$ cat src/rtl/udma_traffic_chk_tx_if.sv
// Streaming handshake bundle between a uDMA TX channel and its sink.
// Signals: data, valid (source -> sink), ready (sink -> source).
interface udma_traffic_chk_tx_if #(
   parameter int DATA_WIDTH = 32
);
   logic [DATA_WIDTH-1:0] data;
   logic                  valid;
   logic                  ready;

   modport master (
      output data,
      output valid,
      input  ready
   );

   modport slave (
      input  data,
      input  valid,
      output ready
   );
endinterface

$ cat src/rtl/udma_traffic_chk_tx.sv
// Self-checking sink for a uDMA TX channel: compares each accepted word
// against initial_value + k and reports error count, first-error index,
// completion.
// Ports: clk_i, rstn_i (async, active-low), cfg_setup_i ([0] en,
// [3:1] stall, [15:8] target, [31:16] initial), tx (slave: data/valid
// in, ready out), busy_o, done_o, err_o, err_cnt_o, first_err_idx_o,
// words_o.
module udma_traffic_chk_tx #(
   parameter int DATA_WIDTH = 32,
   parameter int CNT_WIDTH  = 8,
   parameter int ERR_WIDTH  = 16
) (
   input  logic                 clk_i,
   input  logic                 rstn_i,
   input  logic [31:0]          cfg_setup_i,
   udma_traffic_chk_tx_if.slave tx,
   output logic                 busy_o,
   output logic                 done_o,
   output logic                 err_o,
   output logic [ERR_WIDTH-1:0] err_cnt_o,
   output logic [CNT_WIDTH-1:0] first_err_idx_o,
   output logic [CNT_WIDTH-1:0] words_o
);

   typedef enum logic [1:0] {
      IDLE       = 2'd0,
      CHECK      = 2'd1,
      WAIT_CLEAR = 2'd2
   } state_t;

   state_t                state;
   logic [2:0]            stall;
   logic [2:0]            stall_cnt;
   logic [CNT_WIDTH-1:0]  target;
   logic [CNT_WIDTH-1:0]  cfg_target;
   logic [CNT_WIDTH-1:0]  words_nxt;
   logic [DATA_WIDTH-1:0] exp_data;
   logic                  cfg_en;
   logic                  hs;
   logic                  unused_cfg;

   assign cfg_en     = cfg_setup_i[0];
   assign cfg_target = CNT_WIDTH'(cfg_setup_i[15:8]);
   assign unused_cfg = ^cfg_setup_i[7:4];

   // Ready comes from registers only so the source may wait on it.
   assign tx.ready = (state == CHECK) && (stall_cnt == 3'd0);
   assign hs       = tx.valid & tx.ready;
   assign busy_o   = (state == CHECK);
   assign done_o   = (state == WAIT_CLEAR);
   assign words_nxt = words_o + CNT_WIDTH'(1);

   always_ff @(posedge clk_i or negedge rstn_i) begin
      if (!rstn_i) begin
         state           <= IDLE;
         stall           <= '0;
         stall_cnt       <= '0;
         target          <= '0;
         exp_data        <= '0;
         words_o         <= '0;
         err_cnt_o       <= '0;
         err_o           <= 1'b0;
         first_err_idx_o <= '0;
      end else begin
         case (state)
            IDLE: begin
               if (cfg_en) begin
                  stall           <= cfg_setup_i[3:1];
                  target          <= cfg_target;
                  exp_data        <= DATA_WIDTH'(cfg_setup_i[31:16]);
                  words_o         <= '0;
                  err_cnt_o       <= '0;
                  err_o           <= 1'b0;
                  first_err_idx_o <= '0;
                  stall_cnt       <= '0;
                  state <= (cfg_target == '0) ? WAIT_CLEAR : CHECK;
               end
            end
            CHECK: begin
               if (hs) begin
                  if (tx.data != exp_data) begin
                     if (err_cnt_o != '1)
                        err_cnt_o <= err_cnt_o + ERR_WIDTH'(1);
                     if (!err_o)
                        first_err_idx_o <= words_o;
                     err_o <= 1'b1;
                  end
                  exp_data  <= exp_data + DATA_WIDTH'(1);
                  words_o   <= words_nxt;
                  stall_cnt <= stall;
               end else if (stall_cnt != 3'd0) begin
                  stall_cnt <= stall_cnt - 3'd1;
               end
               // Abort outranks completion; the final word is still counted.
               if (!cfg_en)
                  state <= IDLE;
               else if (hs && (words_nxt == target))
                  state <= WAIT_CLEAR;
            end
            WAIT_CLEAR: begin
               if (!cfg_en)
                  state <= IDLE;
            end
            default: state <= IDLE;
         endcase
      end
   end

endmodule

$ cat src/flat_wrapper.sv
// flat-port wrapper written by rule: the top's interface ports become plain ports
module udma_traffic_chk_tx_flat 
#(
   parameter int DATA_WIDTH = 32,
   parameter int CNT_WIDTH  = 8,
   parameter int ERR_WIDTH  = 16
)
  (clk_i, rstn_i, cfg_setup_i, busy_o, done_o, err_o, err_cnt_o, first_err_idx_o, words_o, tx_data, tx_valid, tx_ready);
  udma_traffic_chk_tx_if #(.DATA_WIDTH(DATA_WIDTH)) tx_i ();
  input  logic clk_i;
  input  logic rstn_i;
  input  logic [31:0] cfg_setup_i;
  output logic busy_o;
  output logic done_o;
  output logic err_o;
  output logic [ERR_WIDTH-1:0] err_cnt_o;
  output logic [CNT_WIDTH-1:0] first_err_idx_o;
  output logic [CNT_WIDTH-1:0] words_o;
  input wire logic [$bits(tx_i.data)-1:0] tx_data;
  input wire logic [$bits(tx_i.valid)-1:0] tx_valid;
  output wire logic [$bits(tx_i.ready)-1:0] tx_ready;
  assign tx_i.data = tx_data;
  assign tx_i.valid = tx_valid;
  assign tx_ready = tx_i.ready;
  udma_traffic_chk_tx #(.DATA_WIDTH(DATA_WIDTH), .CNT_WIDTH(CNT_WIDTH), .ERR_WIDTH(ERR_WIDTH)) u_core (.clk_i(clk_i), .rstn_i(rstn_i), .cfg_setup_i(cfg_setup_i), .tx(tx_i), .busy_o(busy_o), .done_o(done_o), .err_o(err_o), .err_cnt_o(err_cnt_o), .first_err_idx_o(first_err_idx_o), .words_o(words_o));
endmodule
$ cat config.mk
export PLATFORM = sky130hd
export DESIGN_NAME = udma_traffic_chk_tx_flat
export DESIGN_NICKNAME = d
export VERILOG_FILES = /design/src/rtl/udma_traffic_chk_tx_if.sv /design/src/rtl/udma_traffic_chk_tx.sv /design/src/flat_wrapper.sv
export SDC_FILE = /design/constraint.sdc
export NUM_CORES = 1
export LEC_CHECK = 0
export BUFFER_PORTS_ARGS = -buffer_cell sky130_fd_sc_hd__buf_2
export CAP_MARGIN = 10
export CELL_PAD_IN_SITES_DETAIL_PLACEMENT = 0
export CELL_PAD_IN_SITES_GLOBAL_PLACEMENT = 1
export CORE_MARGIN = 4
export CORE_UTILIZATION = 42
export CTS_BUF_LIST = sky130_fd_sc_hd__clkbuf_8
export CTS_CLUSTER_SIZE = 28
export DETAILED_ROUTE_END_ITERATION = 8
export HOLD_SLACK_MARGIN = 0.03
export PLACE_DENSITY_LB_ADDON = 0.12
export SETUP_SLACK_MARGIN = 0.15
export SLEW_MARGIN = 20
export SYNTH_ARGS = -nofsm -noshare
export SYNTH_HDL_FRONTEND = slang
export SYNTH_SLANG_ARGS = --single-unit
$ cat constraint.sdc
create_clock -name clk_i -period 2.96 [get_ports clk_i]
set_input_delay 0.592 -clock clk_i [delete_from_list [all_inputs] [get_ports clk_i]]
set_output_delay 0.592 -clock clk_i [all_outputs]
set_load 0.005 [all_outputs]
==> impl_metrics.toml, run 1 <==
[timing]
finalSetupViolCount = 0
skew_ps = 8.678
finalHoldViolations = 0
post-route-period-util_pct = 86.18
worst_slack_ps = 409.0
min_period_ps = 2551
max_freq_mhz = 392.0
rsz0062_at_grt = "false"
drv_slew = 0
fin_setup_tns_ps = 0
slew_headroom_pct = 54.81
worst_pin_slew_ps = 672.7

[logic_synthesis]
syn-num-nets = 605
synthCells = 533
syn_area_per_cell_um2 = 8.906
synth_cell_types = 52
synth-seq-area-share_pct = 42.70
synth_area_mm2 = 0.004747
yosys_warnings = 0
ys.flop_type = "dfrtp_1"
synth_seq_cells = 81
async_flop_share_pct = 100.0
synth_edf_count = 0

[clocking]
clockBufferDepth = 2
cts_tree = "yes"
cts.sinks = 81
holdBufCountCts = 0
clkTransAtPathRegs_ps = 80
cts_buffers = 9
post_cts_buffers = 0
cts.htree.levels = 3
clockRootBuffer = "clkbuf_8"
clkLatencyLatePin_ps = 360
cts_resized = 0

[worst_setup_path]
critPathArrivalTime_ps = 2830
worst_path_most_repeated_cell = "ha_1"
critical_path_class = "flip-flop to flip-flop"
cp_max_fo = 7
crit_slowest_cell = "a2111oi_4"
crit_chain = "inv_1, ha_1, ha_1, nand3_1, a2111oi_4, nand3b_1, or3_1, a21oi_1"
critPathCaptureType = "flip-flop"
critPathBufInv = 1
worstSetupStartpointType = "flip-flop"
crit_family = "simple AND/OR/NAND/NOR gates"
slowest_delay_ps = 520
cp.required_ps = 3240

[place]
placement.cell_area_mm2 = 0.005399
dp_hpwl_um = 9492
dp_slack_ps = 430.6
place_congestion = 0.8992
port_buffers = 98
dpl.cell_count = 754

[grt]
grt_pass1_vias = 4225
grt-ovfl-total = 0
grt_max_degree = 57
track_usage_pct = 20.79
grt_pass1_wl_um = 21500
antenna_found_initial = 1

[cells_and_area]
layout_common_cells = "97 x buf_2, 93 x nand2_1, 81 x dfrtp_1"
fillers = 1108
areaGrowthSynthToFinish_pct = 17.21
final_cells = 771
stdcell_area_mm2 = 0.005564
final_nets = 697
drive_gt1_share_pct = 21.27
final_common_cell = "buf_2"

[die]
start_util_pct = 43.41
die_area_mm2 = 0.01307
die_w_um = 114.3
rows = 38
io_pins = 103
coreArea_mm2 = 0.01094
die_height_um = 114.3

[outcome]
status = "complete, no violations"

[power_and_ir_drop]
power_density_mw_per_mm2 = 510.9
power_w = 0.002843
peakVddDrop_v = 0.0002223
power_leakage_nw = 2.606

[detailed_routing]
via_count = 4322
wl_per_cell_um = 16.94
drc_errors = 0
routed_via_density = 5.606
wl_um = 13060
antenna_violating_nets_post_route = 0
firstDrtPassIters = 5
drtIter0Drc = 308

[hold_path]
hp-class = "input pin to asynchronous set/reset pin"

[flow_run]
drv_cap = 0
## synth_stat cells, types with 4 or more instances
cell type   n  area [µm²]
and2_1      5       31.28
ha_1        5       62.56
or3_1      13       81.33
xnor2_1    14       122.6
a221o_1     7       70.07
nor2_1     31       116.4
buf_2      10       50.05
xor2_1     45       394.1
o21a_1      4       30.03
inv_1       9       33.78
and3_1      8       50.05
dfrtp_1    81        2027
nor3b_1     4       30.03
o31ai_1    10       75.07
o21ai_0    30       150.1
nand3_1    26       130.1
mux2i_1     8       80.08
clkbuf_1   14       52.55
nand4_1    15       93.84
nand2_1    93       349.1
o211ai_1    4       30.03
nor3_1     11       55.05
nor4_1     17       106.4
a21oi_1    18       90.09
or4_1       9       67.56
## power breakdown
group          internal (W)  total [W]  leakage (nW)  switching, W
registers           0.00123    0.00142          1.08      0.000184
logic              0.000314   0.000710          1.44      0.000396
clock network      0.000296   0.000716        0.0860      0.000421
total               0.00184    0.00284          2.61       0.00100
## final timing paths
| kind | depth (start not counted) | slack [ps] | end | start |
|---|---|---|---|---|
| worst max-delay path | 8 | 410 | u_core.exp_data[27]$_DFFE_PN0P_ | u_core.stall_cnt[0]$_DFFE_PN0P_ |
| worst min-delay path | 1 | 220 | u_core.exp_data[25]$_DFFE_PN0P_ | rstn_i |
| worst max register to register | 8 | 410 | u_core.exp_data[27]$_DFFE_PN0P_ | u_core.stall_cnt[0]$_DFFE_PN0P_ |
| worst min register to register | 2 | 480 | u_core.stall[2]$_DFFE_PN0P_ | u_core.stall[2]$_DFFE_PN0P_ |
| max in group asynchronous | 2 | 2120 | u_core.target[7]$_DFFE_PN0P_ | rstn_i |
| min in group clk_i | 3 | 420 | u_core.stall[1]$_DFFE_PN0P_ | cfg_setup_i[2] |
## stage by stage
step	utilization, %	hold slack [ps]
floorplan	-	296.4
global placement	49.37	461.6
detailed placement	49.37	468.4
CTS	50.86	233.6
global route	50.88	250.4
finish	50.88	216.6
## kinds of logic (layout without fill, tap and decap cells)
group | after synthesis | in the layout | synth area share (%)
xor+xnor | 59 | 59 | 10.89
compound gates | 91 | 91 | 13.15
buf+inv | 37 | 134 | 3.189
other cells | 0 | 1 | 0
fa+ha+maj | 5 | 5 | 1.318
mux | 8 | 8 | 1.687
simple gates | 252 | 252 | 27.07
flops | 81 | 81 | 42.70
## area by class of cell
class	count	area [µm²]	area share, %
antenna	1	2.502	0.04497
clock buffer	9	123.9	2.226
clock inverter	7	38.79	0.6971
inverter	10	37.54	0.6746
multi-input combinational	415	2579	46.35
sequential	81	2027	36.43
tap	140	175.2	3.148
timing repair buffer	108	580.6	10.43
## state kept, by name (all words and copies together), names as in the netlist
name / count
u_core.first_err_idx_o: 8
u_core.words_o: 8
u_core.target: 8
u_core.state: 2
u_core.err_o: 1
u_core.exp_data: 32
u_core.err_cnt_o: 16
u_core.stall: 3
u_core.stall_cnt: 3
## layer usage
metal	wire length, µm	global-route usage (%)
met5	0	0
met4	214	6.730
met3	714	3.964
met2	5879	31.46
met1	6251	30.06
No activity file was read; power rests on OpenSTA's default activity.
==> inputs of run 2 (changes only) <==
- CORE_ASPECT_RATIO: unset -> 0.75
==> run 2 against run 1 <==
  * Non-clock buffer count grew 3
  * Via count grew 0.97%
  * Global-route usage hardly changed
  * Sequential share of layout area shrank 0.42 points
  * First-iteration DRC count fell by 5.2%
  * Design area rose by 1.2%
  * Clock-buffer cell count rose by 1
  * Power rose by 7.4%
  * Fmax up 0.87%
  * Critical path type unchanged
  * Highest routed layer unchanged
==> impl_metrics.toml, run 2 (same netlist as run 1, synthesis figures left out) <==
[cells_and_area]
top_regs = "u_core.exp_data: 32 flops, u_core.err_cnt_o: 16 flops"
stdcell_area_mm2 = 0.005629
areaGrowthSynthToFinish_pct = 18.58
fillers = 1076
n_antenna_cell = 0
final_nets = 700
layout_common_cells = "97 x buf_2, 93 x nand2_1, 81 x dfrtp_1"
top_register = "u_core.exp_data"
drive_gt1_share_pct = 21.64
final_common_cell = "buf_2"
largest_reg_flops = 32

[detailed_routing]
antenna_violating_nets_post_route = 0
routed_via_density = 5.646
drtIter0Drc = 292
drc_errors = 0
via_count = 4364
wl_um = 13450
firstDrtPassIters = 5
wl_per_cell_um = 17.40

[power_and_ir_drop]
power_leakage_nw = 2.648
power_density_mw_per_mm2 = 542.2
peakVddDrop_v = 0.0002880

[die]
die_height_um = 100.1
start_util_pct = 43.22
io_pins = 103
rows = 33
coreArea_mm2 = 0.01098
die_w_um = 130.8
die_area_mm2 = 0.01309

[worst_setup_path]
crit_end = "u_core.exp_data[25]$_DFFE_PN0P_"
worst_path_most_repeated_cell = "ha_1"
slowest_delay_ps = 520
r2r_slack_ps = 430
critPathCaptureType = "flip-flop"
critical_path_class = "flip-flop to flip-flop"
cp-startpoint = "u_core.stall_cnt[0]$_DFFE_PN0P_"
cp_max_fo = 7
worstReg2RegEnd = "u_core.exp_data[25]$_DFFE_PN0P_"
crit_slowest_cell = "a2111oi_4"
worstRegToRegCells = 8
timing.rr.start = "u_core.stall_cnt[0]$_DFFE_PN0P_"
crit_chain = "inv_1, ha_1, ha_1, nand3_1, a2111oi_4, nand3b_1, or3_1, a21oi_1"
worstSetupStartpointType = "flip-flop"
cp.required_ps = 3250
critPathArrivalTime_ps = 2810

[timing]
min_period_ps = 2529
slew_headroom_pct = 55.46
drv_slew = 0
worst_slack_ps = 430.9
skew_ps = 9.065
fin_setup_tns_ps = 0
finalHoldViolations = 0
max_freq_mhz = 395.4
post-route-period-util_pct = 85.44
worst_pin_slew_ps = 662.0
finalSetupViolCount = 0
rsz0062_at_grt = "false"

[clocking]
clockBufferDepth = 2
clkTransAtPathRegs_ps = 80
cts.htree.levels = 3
cts_tree = "yes"
cts_resized = 0
holdBufCountCts = 0
clockRootBuffer = "clkbuf_8"
cts.sinks = 81
post_cts_buffers = 0
clkLatencyLatePin_ps = 360
cts_buffers = 9

[hold_path]
hp-class = "input pin to asynchronous set/reset pin"

[outcome]
status = "complete, no violations"

[grt]
grt_pass1_vias = 4072
grt_pass1_wl_um = 21170
track_usage_pct = 20.83
grt_max_degree = 57
grt-ovfl-total = 0
antenna_found_initial = 0

[place]
dp_hpwl_um = 9780
placement.cell_area_mm2 = 0.005409
dp_slack_ps = 442.0
port_buffers = 98
place_congestion = 0.8821

[flow_run]
drv_cap = 0
## run 2: cell type report
| cell class | instances | area, µm² | area share, % |
|---|---|---|---|
| Timing Repair Buffer | 111 | 590.6 | 10.49 |
| Tap cell | 140 | 175.2 | 3.112 |
| Clock buffer | 10 | 137.6 | 2.445 |
| Inverter | 10 | 37.54 | 0.6668 |
| Clock inverter | 6 | 82.58 | 1.467 |
| Sequential cell | 81 | 2027 | 36.01 |
| Multi-Input combinational cell | 415 | 2579 | 45.81 |
## run 2: critical path: cells and delay by family, from the launching register on
kind	cells	cell delay, ps
flops	1	400
simple gates	3	910
fa+ha+maj	2	420
buf+inv	1	70
compound gates	2	670
## run 2: report_power, final
group          internal [W]  leakage [nW]  switching [W]
logic              0.000315          1.45       0.000406
registers           0.00123          1.08       0.000184
clock network      0.000494         0.117       0.000420
## run 2: worst min path at each step
| stage | start | to | slack (ps) | cells after the start |
|---|---|---|---|---|
| detailed placement | u_core.stall[2]$_DFFE_PN0P_ | u_core.stall[2]$_DFFE_PN0P_ | 480 | 2 |
| global placement | u_core.stall[2]$_DFFE_PN0P_ | u_core.stall[2]$_DFFE_PN0P_ | 460 | 2 |
| floorplan | rstn_i | u_core.err_cnt_o[0]$_DFFE_PN0P_ | 300 | 0 |
| finish | rstn_i | u_core.err_cnt_o[12]$_DFFE_PN0P_ | 190 | 1 |
| CTS | rstn_i | u_core.err_cnt_o[13]$_DFFE_PN0P_ | 180 | 1 |
| global route | rstn_i | u_core.err_cnt_o[12]$_DFFE_PN0P_ | 210 | 1 |
## run 2: per-layer routing
layer,wire [µm],GRT usage [%],vias to the layer above
li1,-,-,2099
met1,6627,30.96,2126
met2,5954,31.24,126
met3,716,4.149,13
met4,153,5.138,0
met5,0,0,-
## run 2: stage by stage
stage          power, W  std cells  hold slack (ps)  util, %
3_3_place_gp   0.002132        757            464.0    49.25
4_1_cts        0.003081        773            184.2    51.25
5_1_grt        0.003234        773            208.8    51.25
2_1_floorplan  0.001859        533            296.4        -
6_report       0.003052        773            189.0    51.25
3_5_place_dp   0.002154        757            476.0    49.25
==> inputs of run 3 (changes only) <==
- RECOVER_POWER: unset -> 50
- SLEW_MARGIN: 20 -> unset
==> run 3 against run 2 <==
  * The run now ends with capacitance limit, slew limit left
  * Fmax is 0.18% lower
  * Worst hold slack improved by 230 ps
  * Design area fell by 0.42%
  * Wire length fell by 0.19%
  * Critical endpoint unchanged
  * Largest cell class unchanged
  * Largest power group unchanged
  * Highest routed layer unchanged
==> impl_metrics.toml, run 3 (same netlist as run 1, synthesis figures left out) <==
[detailed_routing]
drtIter0Drc = 300
drc_errors = 0
via_count = 4356
wl_um = 13430
wl_per_cell_um = 17.37
firstDrtPassIters = 5
routed_via_density = 5.635
antenna_violating_nets_post_route = 0

[timing]
min_period_ps = 2534
slew_headroom_pct = -37.68
finalHoldViolations = 0
fin_setup_tns_ps = 0
drv_slew = 37
post-route-period-util_pct = 85.59
finalSetupViolCount = 0
worst_slack_ps = 426.5
max_freq_mhz = 394.7
rsz0062_at_grt = "false"
worst_pin_slew_ps = 2065
skew_ps = 9.133
hold_ws_ps = 422.0

[power_and_ir_drop]
peakVddDrop_v = 0.0002877
p_comb_share_pct = 23.5
switchingPower_w = 0.001011
sw_frac_of_total_pct = 33.15
power_w = 0.003049
power_leakage_nw = 2.598
intPower_w = 0.002039
power_density_mw_per_mm2 = 544.0
power_frac_clock_pct = 30.0
seq_power_share_pct = 46.5

[worst_setup_path]
path_depth = 8
worstReg2RegEnd = "u_core.exp_data[25]$_DFFE_PN0P_"
crit_slowest_cell = "a2111oi_4"
crit_family = "simple AND/OR/NAND/NOR gates"
slowest_delay_ps = 520
crit_chain = "inv_1, ha_1, ha_1, nand3_1, a2111oi_4, nand3b_1, or3_1, a21oi_1"
critPathCaptureType = "flip-flop"
cp.required_ps = 3250
cp_max_fo = 7
worstRegToRegCells = 8
critical_path_class = "flip-flop to flip-flop"
worst_path_most_repeated_cell = "ha_1"
r2r_slack_ps = 430
worstSetupStartpointType = "flip-flop"
crit_end = "u_core.exp_data[25]$_DFFE_PN0P_"
critPathArrivalTime_ps = 2820
timing.rr.start = "u_core.stall_cnt[0]$_DFFE_PN0P_"
cp-startpoint = "u_core.stall_cnt[0]$_DFFE_PN0P_"
critPathBufInv = 1

[clocking]
cts_tree = "yes"
cts_buffers = 9
clockBufferDepth = 2
clkTransAtPathRegs_ps = 80
post_cts_buffers = 0
cts.sinks = 81
holdBufCountCts = 0
clockRootBuffer = "clkbuf_8"
clkLatencyLatePin_ps = 360
cts.htree.levels = 3
cts_resized = 0

[place]
dp_hpwl_um = 9780
place_congestion = 0.8821
port_buffers = 98
placement.cell_area_mm2 = 0.005409
dp_slack_ps = 442.0

[cells_and_area]
top_register = "u_core.exp_data"
largest_reg_flops = 32
top_regs = "u_core.exp_data: 32 flops, u_core.err_cnt_o: 16 flops"
drive_gt1_share_pct = 19.91
final_nets = 700
layout_common_cells = "93 x nand2_1, 87 x buf_2, 81 x dfrtp_1"
final_common_cell = "nand2_1"
fillers = 1080
n_antenna_cell = 0
stdcell_area_mm2 = 0.005605
areaGrowthSynthToFinish_pct = 18.08

[hold_path]
hp-class = "input pin to flip-flop"
holdPathStages = 3

[die]
io_pins = 103
rows = 33
die_height_um = 100.1
start_util_pct = 43.22
coreArea_mm2 = 0.01098
die_area_mm2 = 0.01309
die_w_um = 130.8

[outcome]
violations = "capacitance limit, slew limit"
status = "complete, but fails checks"

[grt]
grt_max_degree = 57
grt_pass1_wl_um = 21170
antenna_found_initial = 0
grt-ovfl-total = 0
track_usage_pct = 20.83
grt_pass1_vias = 4072

[flow_run]
drv_cap = 1
## run 3: through the flow
stage / std cells / utilization (%)
after global placement: 757 / 49.25
after global routing: 773 / 51.04
after floorplan: 533 / -
after detailed placement: 757 / 49.25
final: 773 / 51.04
after CTS: 773 / 51.25
## run 3: routing by layer
metal | routed length (µm) | GRT usage (%) | share of wire [%] | up-vias
met5 | 0 | 0 | 0 | -
met2 | 5993 | 31.24 | 45 | 133
met3 | 749 | 4.149 | 5.6 | 11
met4 | 130 | 5.138 | 0.97 | 0
li1 | - | - | - | 2103
met1 | 6551 | 30.96 | 49 | 2109
## run 3: power groups by stage
stage	clock network (W)	registers, W	logic (W)
final	0.000916	0.00142	0.000717
after global routing	0.000987	0.00144	0.000807
after CTS	0.000943	0.00141	0.000725
after detailed placement	0	0.00143	0.000719
after global placement	0	0.00143	0.000705
after floorplan	0	0.00137	0.000487
## run 3: worst min-delay path, cell delays in order
cell and delay, ps:
buf_2 70, nand2_1 40, nand2_1 40
## run 3: worst min-delay path by stage
stage,endpoint,start,slack (ps)
floorplan,u_core.err_cnt_o[0]$_DFFE_PN0P_,rstn_i,300
global placement,u_core.stall[2]$_DFFE_PN0P_,u_core.stall[2]$_DFFE_PN0P_,460
detailed placement,u_core.stall[2]$_DFFE_PN0P_,u_core.stall[2]$_DFFE_PN0P_,480
CTS,u_core.err_cnt_o[13]$_DFFE_PN0P_,rstn_i,180
global route,u_core.stall[0]$_DFFE_PN0P_,cfg_setup_i[1],400
finish,u_core.stall[0]$_DFFE_PN0P_,cfg_setup_i[1],420
## run 3: cell type report
type                    count  area, µm²  share of cell area (%)
clock inverters             6      82.58                   1.473
inverters                  10      37.54                  0.6696
well taps                 140      175.2                   3.125
repair buffers            111      566.8                   10.11
multi-input cells         415       2579                   46.00
flip-flops and latches     81       2027                   36.16
clock buffers              10      137.6                   2.455
